<file path="config.mk">
export PLATFORM = sky130hd
export DESIGN_NAME = fp_compare_pipe
export DESIGN_NICKNAME = d
export VERILOG_FILES = /design/src/rtl/fp_cmp_pkg.sv /design/src/rtl/fp_mag_cmp.sv /design/src/rtl/fp_compare_pipe.sv
export SDC_FILE = /design/constraint.sdc
export NUM_CORES = 1
export LEC_CHECK = 0
export CORE_AREA = 5 5 118 120
export CTS_CLUSTER_DIAMETER = 120
export CTS_CLUSTER_SIZE = 30
export DETAILED_ROUTE_END_ITERATION = 10
export DIE_AREA = 0 0 123 125
export PLACE_DENSITY = 0.67
export SLEW_MARGIN = 40
export SYNTH_ARGS = -nofsm -noshare
export SYNTH_HDL_FRONTEND = slang
export SYNTH_HIERARCHICAL = 1
export SYNTH_SLANG_ARGS = --single-unit
</file>
<file path="constraint.sdc">
create_clock -name clk -period 6.1 [get_ports clk]
set_clock_uncertainty 0.1 [all_clocks]
set_input_delay 1.83 -clock clk [delete_from_list [all_inputs] [get_ports clk]]
set_output_delay 1.83 -clock clk [all_outputs]
set_load 0.03 [all_outputs]
</file>
<file path="src/rtl/fp_cmp_pkg.sv">
// rtl/fp_cmp_pkg.sv - shared encodings and width helper for the float comparator
package fp_cmp_pkg;

  localparam logic [2:0] OP_GT  = 3'b000;
  localparam logic [2:0] OP_GE  = 3'b001;
  localparam logic [2:0] OP_LT  = 3'b010;
  localparam logic [2:0] OP_LE  = 3'b011;
  localparam logic [2:0] OP_EQ  = 3'b100;
  localparam logic [2:0] OP_NE  = 3'b101;
  localparam logic [2:0] OP_MAX = 3'b110;
  localparam logic [2:0] OP_MIN = 3'b111;

  localparam logic [1:0] EXN_ZERO = 2'b00;
  localparam logic [1:0] EXN_NORM = 2'b01;
  localparam logic [1:0] EXN_INF  = 2'b10;
  localparam logic [1:0] EXN_NAN  = 2'b11;

  // Full operand width: exception pair + sign + exponent + fraction.
  function automatic int calc_w(input int we, input int wf);
    return we + wf + 3;
  endfunction

endpackage

</file>
<file path="src/rtl/fp_mag_cmp.sv">
// rtl/fp_mag_cmp.sv - unsigned magnitude compare of exponent/fraction fields
module fp_mag_cmp #(
  parameter int N = 18
) (
  input  logic [N-1:0] x,
  input  logic [N-1:0] y,
  output logic         gt,
  output logic         eq
);

  assign gt = (x > y);
  assign eq = (x == y);

endmodule

</file>
<file path="src/rtl/fp_compare_pipe.sv">
// rtl/fp_compare_pipe.sv - two-stage float comparator with handshake and unordered counter
module fp_compare_pipe
  import fp_cmp_pkg::*;
#(
  parameter int WE    = 11,
  parameter int WF    = 7,
  parameter int CNT_W = 16,
  localparam int W    = calc_w(WE, WF)
) (
  input  logic             clk,
  input  logic             rst,
  input  logic             in_valid,
  output logic             in_ready,
  input  logic [2:0]       op,
  input  logic [W-1:0]     a,
  input  logic [W-1:0]     b,
  output logic             out_valid,
  input  logic             out_ready,
  output logic             flag,
  output logic [W-1:0]     res,
  output logic             unordered,
  output logic [CNT_W-1:0] nan_count
);

  localparam int M = WE + WF;
  localparam logic [W-1:0] NAN_CANON = {EXN_NAN, {(W-2){1'b0}}};

  logic en;
  assign en       = out_ready | ~out_valid;
  assign in_ready = en;

  logic mag_gt, mag_eq;
  fp_mag_cmp #(.N(M)) u_mag (
    .x  (a[M-1:0]),
    .y  (b[M-1:0]),
    .gt (mag_gt),
    .eq (mag_eq)
  );

  logic         s1_valid;
  logic [2:0]   s1_op;
  logic [W-1:0] s1_a, s1_b;
  logic [1:0]   s1_ca, s1_cb;
  logic         s1_gt, s1_eq;

  always_ff @(posedge clk) begin
    if (!rst) begin
      s1_valid <= 1'b0;
      s1_op    <= '0;
      s1_a     <= '0;
      s1_b     <= '0;
      s1_ca    <= '0;
      s1_cb    <= '0;
      s1_gt    <= 1'b0;
      s1_eq    <= 1'b0;
    end else if (en) begin
      s1_valid <= in_valid;
      s1_op    <= op;
      s1_a     <= a;
      s1_b     <= b;
      s1_ca    <= a[W-1 -: 2];
      s1_cb    <= b[W-1 -: 2];
      s1_gt    <= mag_gt;
      s1_eq    <= mag_eq;
    end
  end

  // Position on the real line: -inf, -norm, zero, +norm, +inf.
  function automatic logic [2:0] rank(input logic [1:0] exn, input logic s);
    case (exn)
      EXN_ZERO: rank = 3'd2;
      EXN_NORM: rank = s ? 3'd1 : 3'd3;
      default:  rank = s ? 3'd0 : 3'd4;
    endcase
  endfunction

  logic [2:0]   ra, rb;
  logic         gt, eq, a_nan, b_nan, n_nan, n_flag;
  logic [W-1:0] n_res;

  always_comb begin
    ra    = rank(s1_ca, s1_a[W-3]);
    rb    = rank(s1_cb, s1_b[W-3]);
    gt    = 1'b0;
    eq    = 1'b0;
    if (ra > rb) begin
      gt = 1'b1;
    end else if (ra == rb) begin
      if (ra == 3'd3) begin
        gt = s1_gt;
        eq = s1_eq;
      end else if (ra == 3'd1) begin
        gt = ~s1_gt & ~s1_eq;
        eq = s1_eq;
      end else begin
        eq = 1'b1;
      end
    end

    a_nan  = (s1_ca == EXN_NAN);
    b_nan  = (s1_cb == EXN_NAN);
    n_nan  = a_nan | b_nan;
    n_flag = 1'b0;
    n_res  = '0;
    case (s1_op)
      OP_GT:  n_flag = gt;
      OP_GE:  n_flag = gt | eq;
      OP_LT:  n_flag = ~(gt | eq);
      OP_LE:  n_flag = ~gt;
      OP_EQ:  n_flag = eq;
      OP_NE:  n_flag = ~eq;
      OP_MAX: n_res  = (gt | eq) ? s1_a : s1_b;
      OP_MIN: n_res  = gt ? s1_b : s1_a;
      default: n_flag = 1'b0;
    endcase

    // Unordered pairs: only NE is true; MAX/MIN fall back to the non-NaN side.
    if (n_nan) begin
      n_flag = (s1_op == OP_NE);
      if (s1_op == OP_MAX || s1_op == OP_MIN) begin
        n_res = (a_nan & b_nan) ? NAN_CANON : (a_nan ? s1_b : s1_a);
      end
    end
  end

  always_ff @(posedge clk) begin
    if (!rst) begin
      out_valid <= 1'b0;
      flag      <= 1'b0;
      res       <= '0;
      unordered <= 1'b0;
      nan_count <= '0;
    end else begin
      if (en) begin
        out_valid <= s1_valid;
        flag      <= n_flag;
        res       <= n_res;
        unordered <= n_nan;
      end
      if (out_valid && out_ready && unordered && (nan_count != {CNT_W{1'b1}})) begin
        nan_count <= nan_count + CNT_W'(1);
      end
    end
  end

endmodule

</file>
Word-level counts from Yosys, hierarchy flattened
Index checks and enable logic that the tools add are counted.

Logic and storage cells: 73. Output and inout bits: 41. Bits of input ports: 49. Bits in registers: 92.

Multiplexer cells: 23. Reductions and logical operators: 7. Equal/unequal tests: 16. Bitwise gates (word level): 11. Add/subtract/negate cells: 1. Order comparisons: 2.

Operators with widths (count): $mux 21 (6); $pmux 21 s2 (1); $eq 18x18->1 (1); $gt 18x18->1 (1); $add 16x1->16 const B (1); $ne 16x16->1 const B (1); $eq 3x3->1 const B (4); $pmux 3 s2 (2); $eq 3x2->1 const B (3); $mux 1 (9); $eq 3x1->1 const B (2); $mux 3 (2); $not 1->1 (6); $pmux 1 s6 (1); $eq 2x1->1 const B (2); $eq 2x2->1 const B (2); $logic_not 2->1 (2); $mux 2 (2); $eq 3x3->1 (1); $gt 3x3->1 (1); $logic_and 1x1->1 (3); $logic_not 3->1 (1); $or 1x1->1 (3); $and 1x1->1 (2); $logic_or 1x1->1 (1).

Logic depth before layout (Yosys ltp)
Word-level depth: 12. Gate-level depth with buffers: 9. Depth with buffers taken out: 9.

Modules after synthesis
The synthesis kept the hierarchy.

Modules (own cells, without submodules): fp_compare_pipe (area an instance 4982.3 µm², cells an instance 677, seq. area each 1761.7 µm², times used 1); fp_mag_cmp (area an instance 462.9 µm², cells an instance 63, seq. area each 0.0 µm², times used 1).

Worst setup path after synthesis
Ideal clock, no wire load.

Kind: in2out. From: input out_ready. To: output in_ready. Arrival: 2.853 ns. Slack: 1.317 ns. Buffers on the path: 3. Cell stages on the path: 5. Data required time: 4.170 ns. Cell sequence: nor2b_1 -> buf_2 -> clkinv_1 -> clkbuf_1 -> clkbuf_1.

Longest elaborated chain between the ends: 1.

RTL lines: start: declaration (line fp_compare_pipe.sv:18) `input logic out_ready,`; $or 1x1->1 (line fp_compare_pipe.sv:29) `assign en = out_ready | ~out_valid;`; end: declaration (line fp_compare_pipe.sv:13) `output logic in_ready,`.

Every way passes these cells.

Final worst setup path
Ends and elaborated chain as after synthesis.

==> reports/results.ini <==
[cts]
numCtsBuffers=9
htreeDepth=3
cts_resized=0
tritoncts=yes
clock_sinks=88
clockBufferDepth=2
cts.clk_slew.worst_paths_ns=0.07
clk_latency_ns=0.35
root_buffer=clkbuf_16
cts_setup_buffers=0
ctsHoldBuffers=0

[run_status]
status=completed

[synthesis]
synth_edf_count=0
synth_fp_nets=811
ys_top_cells_by_area=dfxtp_1, nand2_1, a21oi_1
synth_top_area_frac=0.324
ys_types=60
yosysWarnings=6
synth_flop_cell=dfxtp_1
ys_ff_latch=88
async_flop_share=0
synth.avg_cell_area_um2=7.36
yosysTopAreaCell=dfxtp_1
synthCells=740
syn_area_um2=5450
ys_seq_area_frac=0.324

[timing]
slew_headroom=0.419
report.final.slew_viol_count=0
max_freq_mhz=192
finalSetupTns_ns=0
period_minus_slack_ns=5.22
setup_viol=0
hold_viol=0
worst_slew_pin_slew_ns=0.871
min_period_over_period=0.855
rsz0062_at_grt=false
worst_hold_slack_ns=0.365

[placement]
io_buffers=89
hpwl_mm=10.7
finalWeightedCongestion=0.832

[layout]
drive_above_1_share=0.0590
layout_commonest_cell=nand2_1
final_nets=862
area_growth_pct=23.5
final_cell_mix=nand2_1, clkdlybuf4s50_1, dfxtp_1
antennaDiodeCount=0

[detailed_routing]
vias=5650
vias_per_cell=5.81
dr.pass1.iters=5
wl_per_cell_um=16.9
wl_mm=16.5
drc_errors=0
drt_iter0_markers=641
ant_nets=0

[global_routing]
grt_overflow=0
grt_max_degree=73
antenna_found_initial=0
grt_usage=0.210
grt_pass1_vias=5411
grt_first_pass_wirelength_mm=26.6

[floorplan]
die_x_um=123
rows=42
ios=90
dieArea_um2=15400
die_y_um=125
start_util=0.423
coreArea_um2=12900

[pwr]
peakVddDrop_v=0.000158
p_leak_nw=2.59
p_per_area_nw_per_um2=223

[setup_path]
critPathRequiredTime_ns=4.17
critPathMaxFanout=3
endpoint_kind=output pin
worstPathArrival_ns=3.29
path_class=in2out
startpoint_type=primary input

[run]
cap_violations=0

[hold_path]
min_path_type=reg2reg

-- sequential cells by signal, indices dropped and copies added, names as in the netlist --
name       cells
out_valid      1
s1_op          3
res           21
nan_count     16
s1_eq          1
flag           1
s1_b          21
s1_valid       1
s1_a          21
s1_gt          1
unordered      1
-- worst paths after layout --
check / startpoint / end / slack, ns / depth (start not counted)
worst min-delay path: s1_valid / s1_valid / 0.37 / 2
worst max register to register: s1_a[19] / res[15] / 2.55 / 8
worst min register to register: s1_valid / s1_valid / 0.37 / 2
worst max-delay path: out_ready / in_ready / 0.88 / 4
-- synth_stat cells, types with 10 or more instances --
library cell / n
a21oi_1: 84
nand4_1: 17
o21ai_0: 55
a31oi_1: 21
nand2_1: 132
a211o_1: 11
and3_1: 21
and2_1: 11
nor2_1: 42
o211ai_2: 10
o211ai_1: 11
inv_1: 23
a21boi_0: 21
clkbuf_1: 44
ha_1: 22
mux2i_1: 11
nor3_1: 19
nand3_1: 15
dfxtp_1: 88
-- power by group --
group          internal [mW]  switching (mW)
Combinational         0.0968           0.157
Clock                  0.364           0.253
Sequential             0.598          0.0292
-- critical path, cell delays in order --
cell and delay [ns]:
clkdlybuf4s50_1 0.50, nor2b_4 0.15, clkinv_1 0.16, clkdlybuf4s50_1 0.65
-- final cells by class --
| type | count | area, µm² |
|---|---|---|
| Fill cell | 1257 | 6150 |
| Multi-Input combinational cell | 571 | 3380 |
| Sequential cell | 88 | 1760 |
| Timing Repair Buffer | 96 | 943 |
| Clock buffer | 9 | 225 |
| Tap cell | 176 | 220 |
| Clock inverter | 7 | 103 |
| Inverter | 25 | 93.8 |
-- cell families (layout without fill, tap and decap cells) --
kind of cell    Yosys count  after routing  share of synthesized area
compound gates          241            241                      0.281
xor+xnor                 10             10                     0.0161
fa+ha+maj                23             23                     0.0524
buf+inv                  81            137                     0.0611
flops                    88             88                      0.324
mux                      11             11                     0.0202
simple gates            286            286                      0.246
-- through the flow --
| step | cell area [µm²] | worst slack (ns) | util | total power, mW | instances |
|---|---|---|---|---|---|
| floorplan | 5450 | 1.32 | - | 0.790 | 740 |
| global placement | 6380 | 0.896 | 0.496 | 0.878 | 956 |
| detailed placement | 6400 | 0.906 | 0.497 | 0.889 | 956 |
| CTS | 6730 | 0.894 | 0.522 | 1.50 | 972 |
| global route | 6730 | 0.853 | 0.522 | 1.55 | 972 |
| finish | 6730 | 0.883 | 0.522 | 1.50 | 972 |
-- metal layers --
| layer | share of wire | track usage | up-vias |
|---|---|---|---|
| li1 | - | - | 2729 |
| met1 | 0.44 | 0.286 | 2635 |
| met2 | 0.46 | 0.328 | 248 |
| met3 | 0.076 | 0.0375 | 38 |
| met4 | 0.023 | 0.0860 | 0 |
| met5 | 0 | 0 | - |
Note: power is estimated with default switching activity, not from simulation.
